===== config.mk =====
export PLATFORM = sky130hd
export DESIGN_NAME = spi_cmd_master
export DESIGN_NICKNAME = d
export VERILOG_FILES = /design/src/rtl/spi_cmd_master.sv
export SDC_FILE = /design/constraint.sdc
export NUM_CORES = 1
export LEC_CHECK = 0
export CAP_MARGIN = 40
export CORE_ASPECT_RATIO = 0.7
export CORE_UTILIZATION = 60
export CTS_BUF_LIST = sky130_fd_sc_hd__clkbuf_8
export CTS_CLUSTER_DIAMETER = 150
export DETAILED_ROUTE_END_ITERATION = 12
export PLACE_DENSITY = 0.95
export SYNTH_ARGS = -nofsm -noshare
export SYNTH_HDL_FRONTEND = slang
export SYNTH_SLANG_ARGS = --single-unit

===== constraint.sdc =====
create_clock -name CLK -period 4.6 [get_ports CLK]
set_clock_uncertainty 0.05 [all_clocks]
set_input_delay 0.92 -clock CLK [delete_from_list [all_inputs] [get_ports CLK]]
set_output_delay 0.92 -clock CLK [all_outputs]
set_load 0.005 [all_outputs]

===== src/rtl/spi_cmd_master.sv =====
// SPI command master: serialises 10-bit command words into SS_n/MOSI frames
// and captures an 8-bit MISO reply for read-data commands.
module spi_cmd_master #(
   parameter int TA_CYCLES  = 2,
   parameter int GAP_CYCLES = 1
) (
   input  logic       CLK,
   input  logic       rst_n,
   input  logic       cmd_valid,
   input  logic [9:0] cmd_word,
   output logic       cmd_ready,
   output logic       rd_valid,
   output logic [7:0] rd_data,
   output logic       busy,
   output logic       SS_n,
   output logic       MOSI,
   input  logic       MISO
);

   localparam logic [2:0] IDLE   = 3'd0;
   localparam logic [2:0] SELECT = 3'd1;
   localparam logic [2:0] OPBIT  = 3'd2;
   localparam logic [2:0] SHIFT  = 3'd3;
   localparam logic [2:0] TURN   = 3'd4;
   localparam logic [2:0] RECV   = 3'd5;
   localparam logic [2:0] GAP    = 3'd6;

   localparam logic [3:0] TA_LAST  = 4'(TA_CYCLES - 1);
   localparam logic [3:0] GAP_LAST = 4'(GAP_CYCLES - 1);

   logic [2:0] state_r;
   logic [3:0] cnt_r;
   logic [9:0] sh_r;
   logic [7:0] rx_r;
   logic       is_rd_r;
   logic       ss_n_r;
   logic       mosi_r;
   logic       rd_valid_r;
   logic [7:0] rd_data_r;
   logic       ready_r;

   // Frame sequencer: every pin value is registered one edge ahead of its cycle.
   always_ff @(posedge CLK) begin
      if (!rst_n) begin
         state_r    <= IDLE;
         cnt_r      <= 4'd0;
         sh_r       <= 10'd0;
         rx_r       <= 8'd0;
         is_rd_r    <= 1'b0;
         ss_n_r     <= 1'b1;
         mosi_r     <= 1'b0;
         rd_valid_r <= 1'b0;
         rd_data_r  <= 8'h00;
         ready_r    <= 1'b0;
      end else begin
         rd_valid_r <= 1'b0;
         case (state_r)
            IDLE: begin
               if (cmd_valid && ready_r) begin
                  sh_r    <= cmd_word;
                  is_rd_r <= (cmd_word[9:8] == 2'b11);
                  ss_n_r  <= 1'b0;
                  mosi_r  <= 1'b0;
                  ready_r <= 1'b0;
                  state_r <= SELECT;
               end else begin
                  ss_n_r  <= 1'b1;
                  mosi_r  <= 1'b0;
                  ready_r <= 1'b1;
               end
            end
            SELECT: begin
               mosi_r  <= sh_r[9];
               state_r <= OPBIT;
            end
            OPBIT: begin
               mosi_r  <= sh_r[9];
               cnt_r   <= 4'd9;
               state_r <= SHIFT;
            end
            SHIFT: begin
               if (cnt_r == 4'd0) begin
                  mosi_r <= 1'b0;
                  if (is_rd_r) begin
                     cnt_r   <= TA_LAST;
                     state_r <= TURN;
                  end else begin
                     ss_n_r  <= 1'b1;
                     cnt_r   <= GAP_LAST;
                     state_r <= GAP;
                  end
               end else begin
                  // MOSI already shows sh_r[9]; the next bit out is sh_r[8].
                  mosi_r <= sh_r[8];
                  sh_r   <= {sh_r[8:0], 1'b0};
                  cnt_r  <= cnt_r - 4'd1;
               end
            end
            TURN: begin
               if (cnt_r == 4'd0) begin
                  cnt_r   <= 4'd7;
                  state_r <= RECV;
               end else begin
                  cnt_r <= cnt_r - 4'd1;
               end
            end
            RECV: begin
               rx_r <= {rx_r[6:0], MISO};
               if (cnt_r == 4'd0) begin
                  rd_data_r  <= {rx_r[6:0], MISO};
                  rd_valid_r <= 1'b1;
                  ss_n_r     <= 1'b1;
                  cnt_r      <= GAP_LAST;
                  state_r    <= GAP;
               end else begin
                  cnt_r <= cnt_r - 4'd1;
               end
            end
            GAP: begin
               if (cnt_r == 4'd0) begin
                  ready_r <= 1'b1;
                  state_r <= IDLE;
               end else begin
                  cnt_r <= cnt_r - 4'd1;
               end
            end
            default: begin
               ss_n_r  <= 1'b1;
               mosi_r  <= 1'b0;
               ready_r <= 1'b0;
               state_r <= IDLE;
            end
         endcase
      end
   end

   assign cmd_ready = ready_r;
   assign rd_valid  = rd_valid_r;
   assign rd_data   = rd_data_r;
   assign busy      = (state_r != IDLE);
   assign SS_n      = ss_n_r;
   assign MOSI      = mosi_r;

endmodule


Word level (Yosys, flattened, before mapping)
Index checks and enable logic that the tools add are counted.

storage, ports and cells
  register bits = 37
  latch bits = 0
  RAM bits = 0
  bits in read-only memories = 0
  input bits = 14
  output and inout port bits = 13
  word-level logic and storage cells = 71
  memories = 0

cells by class
  add/subtract/negate cells = 1
  multipliers = 0
  divide/modulo/power cells = 0
  magnitude comparators = 0
  equality and inequality tests = 15
  shifts and indexed selects = 0
  mux-type cells = 25
  bitwise operators = 2
  reduce and logical (&&, ||, !) cells = 18

operators by type and width
  kind                                                  count
  case mux 3 bit (7 select lines)                       1
  two-way mux 10 bit                                    2
  case mux 10 bit (2 select lines)                      1
  case mux 4 bit (5 select lines)                       1
  two-way mux 4 bit                                     4
  != test 2 bit (second input constant)                 8
  two-way mux 3 bit                                     5
  AND reduction 2 bit                                   5
  equality test 3 bit (second input constant)           3
  two-way mux 1 bit                                     7
  equality test 3 x 2 -> 1 bit (second input constant)  2
  case mux 1 bit (3 select lines)                       2
  AND reduction 5 bit                                   1
  nonzero test 5 bit                                    1
  OR reduction 5 bit                                    1
  logical NOT 4 bit                                     1
  case mux 1 bit (4 select lines)                       1
  AND reduction 4 bit                                   1
  OR reduction 4 bit                                    1
  subtractor 4 x 1 -> 4 bit (second input constant)     1
  equality test 3 x 1 -> 1 bit (second input constant)  1
  logical NOT 3 bit                                     1
  AND reduction 3 bit                                   1
  nonzero test 3 bit                                    1
  other kinds (7)                                       8

Longest topological paths before layout
Gate-level depths: netlist of the first run.

  word-level depth = 4
  depth in mapped cells = 7
  mapped depth without buffers = 6

Worst setup path after synthesis of the first run
Ideal clock, no wire load.

  path kind = input to register
  from = input cmd_valid
  to = register sh_r[6]
  library setup time = 0.116 ns
  data arrival time = 1.583 ns
  required time = 4.434 ns
  slack = 2.851 ns
  cell stages on the path = 5
  buffers on the path = 1
  path through = nand2_1 > o22ai_4 > buf_6 > nand2_1 > o211a_1

between the ends
  longest elaborated chain between the ends = 3

RTL lines
  item                           RTL line  RTL
  from (decl)                    9         input logic cmd_valid,
  logical AND 1 bit              59        if (cmd_valid && ready_r) begin
  != test 2 bit (no line)        n/a
  AND reduction 3 bit (no line)  n/a
  to (signal assigned)           60        sh_r <= cmd_word;
  to (signal assigned)           95        sh_r <= {sh_r[8:0], 1'b0};
  to (decl)                      33        logic [9:0] sh_r;

No other way between the ends.
A chain may end at the register's enable or synchronous reset.

Worst setup path in the final report of the first run
  from = register state_r[2]
  to = output busy

between the ends
  longest elaborated chain between the ends = 1

RTL lines
  item                    RTL line  RTL
  from (decl)             31        logic [2:0] state_r;
  from (signal assigned)  45        state_r <= IDLE;
  from (signal assigned)  65        state_r <= SELECT;
  from (signal assigned)  74        state_r <= OPBIT;
  nonzero test 3 bit      140       assign busy = (state_r != IDLE);
  to (decl)               14        output logic busy,

No other way between the ends.

==> results.txt, run 1 <==
The flow ran to the end, and the final reports show no timing, DRC or antenna violations. Entering global routing, the biggest net connects 30 pins. After detailed routing, the average wire length per cell comes to 14.75 um. The H-tree generated during clock tree synthesis spans 2 levels.

The all-layer global routing usage was 0.2758. The worst setup path is captured at a primary output. The logs give 0.8335 mW for the total power and 3.836 mm for the final routed wirelength across all metal layers. STA puts the critical path data required time at 3.63 ns. For the worst-skew pair, the clock arrives at the later sink with an insertion delay of 0.30 ns.

After technology mapping, the gate count stands at 204. The clock net in this run drives a total of 37 sinks. Across the whole layout, storage elements account for 740.7 um^2.

The fraction of the cycle the final worst path needs came out at 0.6342. Clock-pin slew was measured on the worst setup and hold paths at 0.07 ns. The internal power of the cells totals 0.5951 mW.

The final hold slack is 0.4284 ns, and the power density over the cells is 374.5 mW/mm^2. The logs give 0.002863 mm^2 for the floorplan core area and 0.001854 mm^2 for the post-synth design cell area. Once the clock tree was built, the resizer swapped 0 gates to a different size. The die is 68.45 um wide.

Static timing analysis puts the maximum clock frequency at 0.3428 GHz. For the pin with the worst max-slew slack, the measured transition is 0.7921 ns. Clock tree root buffer cell: clkbuf_8. After clock tree synthesis, the setup repair step added 0 buffers.

Along the worst path, the maximum fanout reaches 25. Area of the die: 0.003320 mm^2. The clock passes through at most 2 buffers.

After floorplanning, the core was divided into 16 placement rows. The register area share after synthesis was 0.3995; the number of DRC markers after the initial detailed-route iteration was 119. The share of flip-flops with an asynchronous set or reset is 0, and the multi-input gate area in the final layout is 0.001017 mm^2. The final weighted congestion in routability-driven placement was 0.7973. The worst setup path is launched from a flop.

For this run, the leading register cell type out of synthesis is dfxtp_1. The number of placed instances with taps included came out at 252. The starting density of the core came out at 0.6477. The worst path in the final design needs a cycle of 2.917 ns, including I/O delays and setup. Number of buffers inserted for hold repair after clock tree synthesis: 0. Core utilization of the finished layout: 0.7775. The top-level port count is 27, and the share of total power in the clock network is 0.357. The total number of yosys warnings is 0, and the fraction of layout cells with a size suffix above 1 is 0.07143.

Setup violations remaining at the end of the flow were counted as 0. The sequential share of power came out at 0.449. Using the TritonRoute via totals, the vias-per-cell ratio works out to 5.896.

The tools report the number of antenna violations at the first check in global routing as 0. The run gives 0.195 as the fraction of power consumed by combinational cells. Setup repair after global routing left no endpoint under its margin. The number of flops mapped to enable cells by yosys is 0. The area growth from synthesis to layout is 20.04%. For the number of nets in the layout, the log shows 239. The final count of hold timing violations came out at 0.

A synthesized cell averages 9.090 um^2. The logs give 1,533 for the via count and 0 for the post-detailed-route DRC marker count. Unique cell type count in the Yosys netlist: 47.

The fraction of power spent switching nets is 0.2860, and the leakage dissipation is 0.9381 nW. When the netlist entered floorplanning its net count stood at 220. The count of final max-slew check failures is 0, and the number of nets still failing antenna checks after routing is 0. Input and output buffers added on the ports amount to 26.

The flip-flop and latch count after synthesis was 37; the switching power total was 0.2384 mW. The logs give 0 ns for the accumulated negative setup slack and 5 for the number of CTS-inserted buffers. The first global-routing pass estimated 6.686 mm of wire. The path class of the tightest hold or removal check is flop to flop. The number of antenna repair diodes was 0. At the worst endpoint, the arrival time is 1.95 ns.

The worst slew margin relative to its limit is 0.4703, and the global route total overflow is 0. Leaving out filler cells and counting taps, the final layout contains 260. The logs give 1,388 for the via count of the first global-routing pass and 185 for the number of inserted filler cells in the final layout. The die is 48.51 um tall. The run gives 0 as the total of max-cap violations. TritonCTS built the clock tree. The category of the critical setup timing path was flop to primary output. The wire-length estimate of the detail-placed layout is 2.527 mm.

The run gives 382.6 uV as the maximum vdd ir drop. The first-pass iteration count of the detailed router came out at 4.
area by class of cell:
class / instances / area share
Timing Repair Buffer: 27 / 0.1293
Clock inverter: 2 / 0.01686
Sequential cell: 37 / 0.3328
Tap cell: 36 / 0.02024
Clock buffer: 6 / 0.03710
Multi-Input combinational cell: 148 / 0.4570
Inverter: 4 / 0.006745
logic make-up after synthesis:
kind of cell               share of synthesized area
and+or+nand+nor                               0.2463
AOI/OAI and AO/OA                             0.1923
DFF                                           0.3995
buffers and inverters                        0.05196
muxes                                        0.09177
adders and majority gates                    0.01349
xor gates and xnor gates                    0.004724
flip-flops by register name (all words and copies together) (netlist names):
register / cells
sh_r: 10
cnt_r: 4
rx_r: 7
rd_valid: 1
rd_data: 8
cmd_ready: 1
is_rd_r: 1
state_r: 3
MOSI: 1
SS_n: 1
path summary, 6_finish.rpt:
| check | startpoint | end | slack [ns] | cells past startpoint |
|---|---|---|---|---|
| max reg2reg | state_r[0] | sh_r[1] | 1.95 | 4 |
| max | state_r[2] | busy | 1.68 | 3 |
| min | rx_r[6] | rx_r[6] | 0.43 | 2 |
| min reg2reg | rx_r[6] | rx_r[6] | 0.43 | 2 |
cell usage after synthesis (2+ instances only):
library cell,number,area [um^2]
ha_1,2,25.02
and4b_1,2,20.02
o211a_1,10,100.1
and2_1,3,18.77
nor2b_1,8,50.05
nor2_1,10,37.54
o221ai_1,3,26.28
nand3_1,6,30.03
nand2_1,36,135.1
a21o_1,2,15.01
a21oi_1,3,15.01
o211ai_1,4,30.03
mux2i_1,17,170.2
a31oi_1,2,12.51
dfxtp_1,37,740.7
clkbuf_1,7,26.28
buf_6,2,22.52
a21boi_1,10,75.07
nand4b_1,2,17.52
inv_1,3,11.26
o21ai_1,3,15.01
buf_2,5,25.02
o21ai_0,3,15.01
metrics by stage:
| stage | worst slack (ns) | area, um^2 |
|---|---|---|
| after floorplan | 2.851 | 1854 |
| after global placement | 1.877 | 2078 |
| after detailed placement | 2.003 | 2106 |
| after CTS | 1.702 | 2226 |
| after global routing | 1.561 | 2226 |
| final | 1.683 | 2226 |
power by group through the flow:
| stage | combinational [mW] | sequential [mW] | clock [mW] |
|---|---|---|---|
| global placement | 0.154 | 0.379 | 0 |
| CTS | 0.162 | 0.373 | 0.299 |
| detailed placement | 0.159 | 0.380 | 0 |
| finish | 0.162 | 0.374 | 0.297 |
| global route | 0.178 | 0.378 | 0.317 |
| floorplan | 0.140 | 0.363 | 0 |
cell usage in the layout, fill, tap and decap left out, types with 6 or more instances in the layout:
| cell type | instances |
|---|---|
| dfxtp_1 | 37 |
| nand2_1 | 36 |
| clkdlybuf4s50_1 | 26 |
| mux2i_1 | 17 |
| o211a_1 | 10 |
| nor2_1 | 10 |
| a21boi_1 | 10 |
| nor2b_1 | 8 |
| nand3_1 | 6 |
| clkbuf_8 | 6 |
metal layers:
layer	wire length, um	vias up	track usage
met4	44	0	0.09375
met3	183	6	0.09198
li1	-	763	-
met1	1811	727	0.3899
met5	0	-	0
met2	1796	37	0.3889
critical path, stage by stage (launching register included):
cell and delay (ns):
dfxtp_1 0.83, nor3_2 0.16, inv_2 0.15, clkdlybuf4s50_1 0.51
Note: power is estimated with default switching activity, not from simulation.
==> run 2: changes to the inputs <==
Settings changed: CORE_UTILIZATION 60 to 56, PLACE_DENSITY 0.95 to 0.93.
Clock period 4.6 ns to 2.73 ns, I/O delays scaled along.
==> run 2 against run 1 <==
Via count up 0.13%. Register-to-register slack worse by 1.2 ns. Sequential power up 62%. Utilization down 7.5 points. Combinational power up 88%. Critical path depth unchanged. Die area up 6.9%. Clock power up 26%. Routed wire length down 4.7%. Clock-buffer cell count unchanged. Setup slack worse by 1.0 ns.
==> results.txt, run 2 (synthesis gave the netlist of run 1 again) <==
The run finished with clean final reports. Starting density of the core: 0.5890 (was 0.6477). The achievable frequency came out at 0.4808 GHz.

The logs give 2 (unchanged) for the depth of the CTS H-tree and 1.48 ns (was 1.95 ns) for the data arrival time of the critical path. TritonCTS built the clock tree. The tools report the kind of start point of the critical path as a flop (unchanged). The accumulated negative setup slack came out at 0 ns (unchanged). The run gives 3.657 mm (was 3.836 mm) as the final routed wirelength across all metal layers. The register containing the most flip-flops in the final layout is sh_r (unchanged). The logs give 0 (unchanged) for the number of buffers inserted by post-CTS setup repair and 117 (was 119) for the number of DRC markers after the initial detailed-route iteration.

The run gives 0 (unchanged) as the count of final max-slew check failures. The wire length of the first global-routing pass came out at 6.230 mm (was 6.686 mm). The tools report the number of antenna violations at the first check in global routing as 0 (unchanged).

The run gives 0.8674 (was 0.7973) as the final weighted congestion in routability-driven placement. The highest-delay cell along the critical path was clkdlybuf4s50_1 (was dfxtp_1). The category of the critical setup timing path was flop to primary output (unchanged).

The count of buffers from port buffering was 26 (unchanged). Setup repair after global routing left no endpoint under its margin. Maximum vdd ir drop: 374.7 uV (was 382.6 uV). The tools report the number of buffers inserted for hold repair after clock tree synthesis as 0 (unchanged). The clock edge transition at the registers on the reported setup and hold paths was 0.06 ns (was 0.07 ns); the power density over the cells was 579.7 mW/mm^2 (was 374.5 mW/mm^2).

The fraction of the cycle the final worst path needs works out to 0.7619. The maximum number of pins on one net before global-route repair came out at 25 (was 30). Count of endpoints failing setup in the final report: 0 (unchanged). The type of the worst min-delay path was flop to flop (unchanged). The via count is 1,535 (was 1,533), and the number of inserted filler cells in the final layout is 238 (was 185). Clock tree root buffer cell: clkbuf_8 (unchanged).

The logs give 1,372 (was 1,388) for the via count of the first global-routing pass and 17 (was 16) for the cell row count. The floorplan core area is 0.003148 mm^2 (was 0.002863 mm^2), and the number of nets still failing antenna checks after routing is 0 (unchanged). The kind of end point of the critical path was a primary output (unchanged). The final count of hold timing violations is 0 (unchanged). Leading cell types in the layout, fill and taps excluded: 37 x dfxtp_1, 36 x nand2_1, 26 x clkdlybuf4s50_1 (unchanged).

The worst slew margin relative to its limit is 0.5816 (was 0.4703). Area added between synthesis and finish: 19.30% (was 20.04%). Worst path required time: 2.13 ns (was 3.63 ns). The tools report the post-detailed-route DRC marker count as 0 (unchanged). The tools report the total of max-cap violations as 0 (unchanged).

The all-layer global routing usage is 0.2269 (was 0.2758). The number of cells upsized or downsized after cts was 0 (unchanged); the minimum clock period was 2.080 ns. The average wire length per cell after detail routing is 13.75 um (was 14.75 um), and the via-per-instance ratio is 5.771 (was 5.896). The insertion delay of the later-clocked pin in the worst-skew pair was 0.28 ns (was 0.30 ns). The die extent in y works out to 50.15 um (was 48.51 um). The peak fanout along the critical path was 3 (was 25); the leakage dissipation was 0.9463 nW (was 0.9381 nW). The fraction of layout cells with a size suffix above 1 is 0.08333 (was 0.07143), and the setup slack at placement is 0.6986 ns (was 2.003 ns). The logs give 5 (unchanged) for the number of CTS-inserted buffers and 0.6500 ns (was 1.683 ns) for the final critical-path setup slack.

The logs give 6 (was 4) for the first-pass iteration count of the detailed router and 244 (was 239) for the number of nets in the layout. The top-level port count came out at 27 (unchanged). The kind of cell with the highest combined delay on the critical path is buffers and inverters (was flip-flops). The slew at the pin with the worst max-slew slack is 0.6270 ns (was 0.7921 ns). Series of cell instances along the critical path: nor3_2 -> inv_2 -> clkdlybuf4s50_1 (unchanged).

The die boundary width came out at 70.78 um (was 68.45 um). The logs give 2.547 mm (was 2.527 mm) for the detailed placement HPWL and 37 (unchanged) for the CTS sink count. The number of flip-flops under the largest register name is 10 (unchanged).

The count of buffering cells on the critical path with inverters included works out to 2 (unchanged). For the number of antenna repair diodes, the log shows 0 (unchanged). The area of the die was 0.003549 mm^2 (was 0.003320 mm^2). The delay contributed by the slowest stage of the critical path came out at 0.46 ns (was 0.83 ns).

The maximum buffer depth of the clock tree is 2 (unchanged), and the global route total overflow is 0 (unchanged). The most common cell after layout, fill and taps aside was dfxtp_1 (unchanged).
## run 2: power by group
| group | switching [mW] | internal, mW | total, mW |
|---|---|---|---|
| combinational | 0.170 | 0.135 | 0.304 |
| clock | 0.177 | 0.196 | 0.373 |
| sequential | 0.0290 | 0.576 | 0.605 |
## run 2: final cells by class
cell class,count,area (um^2),area share
Timing Repair Buffer,32,305.3,0.1380
Sequential cell,37,740.7,0.3348
Clock buffer,6,82.58,0.03733
Tap cell,38,47.55,0.02149
Clock inverter,1,3.754,0.001697
Multi-Input combinational cell,148,1017,0.4598
Inverter,4,15.01,0.006787
## run 2: metal layers
| layer | up-vias | wire (um) | global-route usage | part of all wire |
|---|---|---|---|---|
| met4 | 0 | 59 | 0.09667 | 0.016 |
| met5 | - | 0 | 0 | 0 |
| li1 | 769 | - | - | - |
| met1 | 711 | 1753 | 0.3010 | 0.48 |
| met3 | 11 | 191 | 0.05823 | 0.052 |
| met2 | 44 | 1652 | 0.3526 | 0.45 |
## run 2: worst reg2reg max path: stages (launching register included)
cell and delay [ns]:
dfxtp_1 0.35, inv_1 0.10, ha_1 0.18, nor3b_4 0.56, o211ai_1 0.25, a21o_1 0.22, and4b_1 0.17
## run 2: through the flow
step	hold WS, ns	area (um^2)	utilization	total power, mW	cells
final	0.4053	2212	0.7027	1.282	266
after global routing	0.4245	2212	0.7027	1.351	266
after CTS	0.4076	2212	0.7027	1.290	266
after detailed placement	0.3984	2126	0.6753	0.9149	259
after global placement	0.3941	2126	0.6753	0.9070	259
after floorplan	0.3847	1854	-	0.8478	204
## run 2: final timing paths
path / cells after the start / startpoint / endpoint / slack, ns
max reg2reg: 6 / cnt_r[0] / cnt_r[0] / 0.75
min reg2reg: 2 / rx_r[6] / rx_r[6] / 0.41
min: 2 / rx_r[6] / rx_r[6] / 0.41
max: 3 / state_r[1] / busy / 0.65
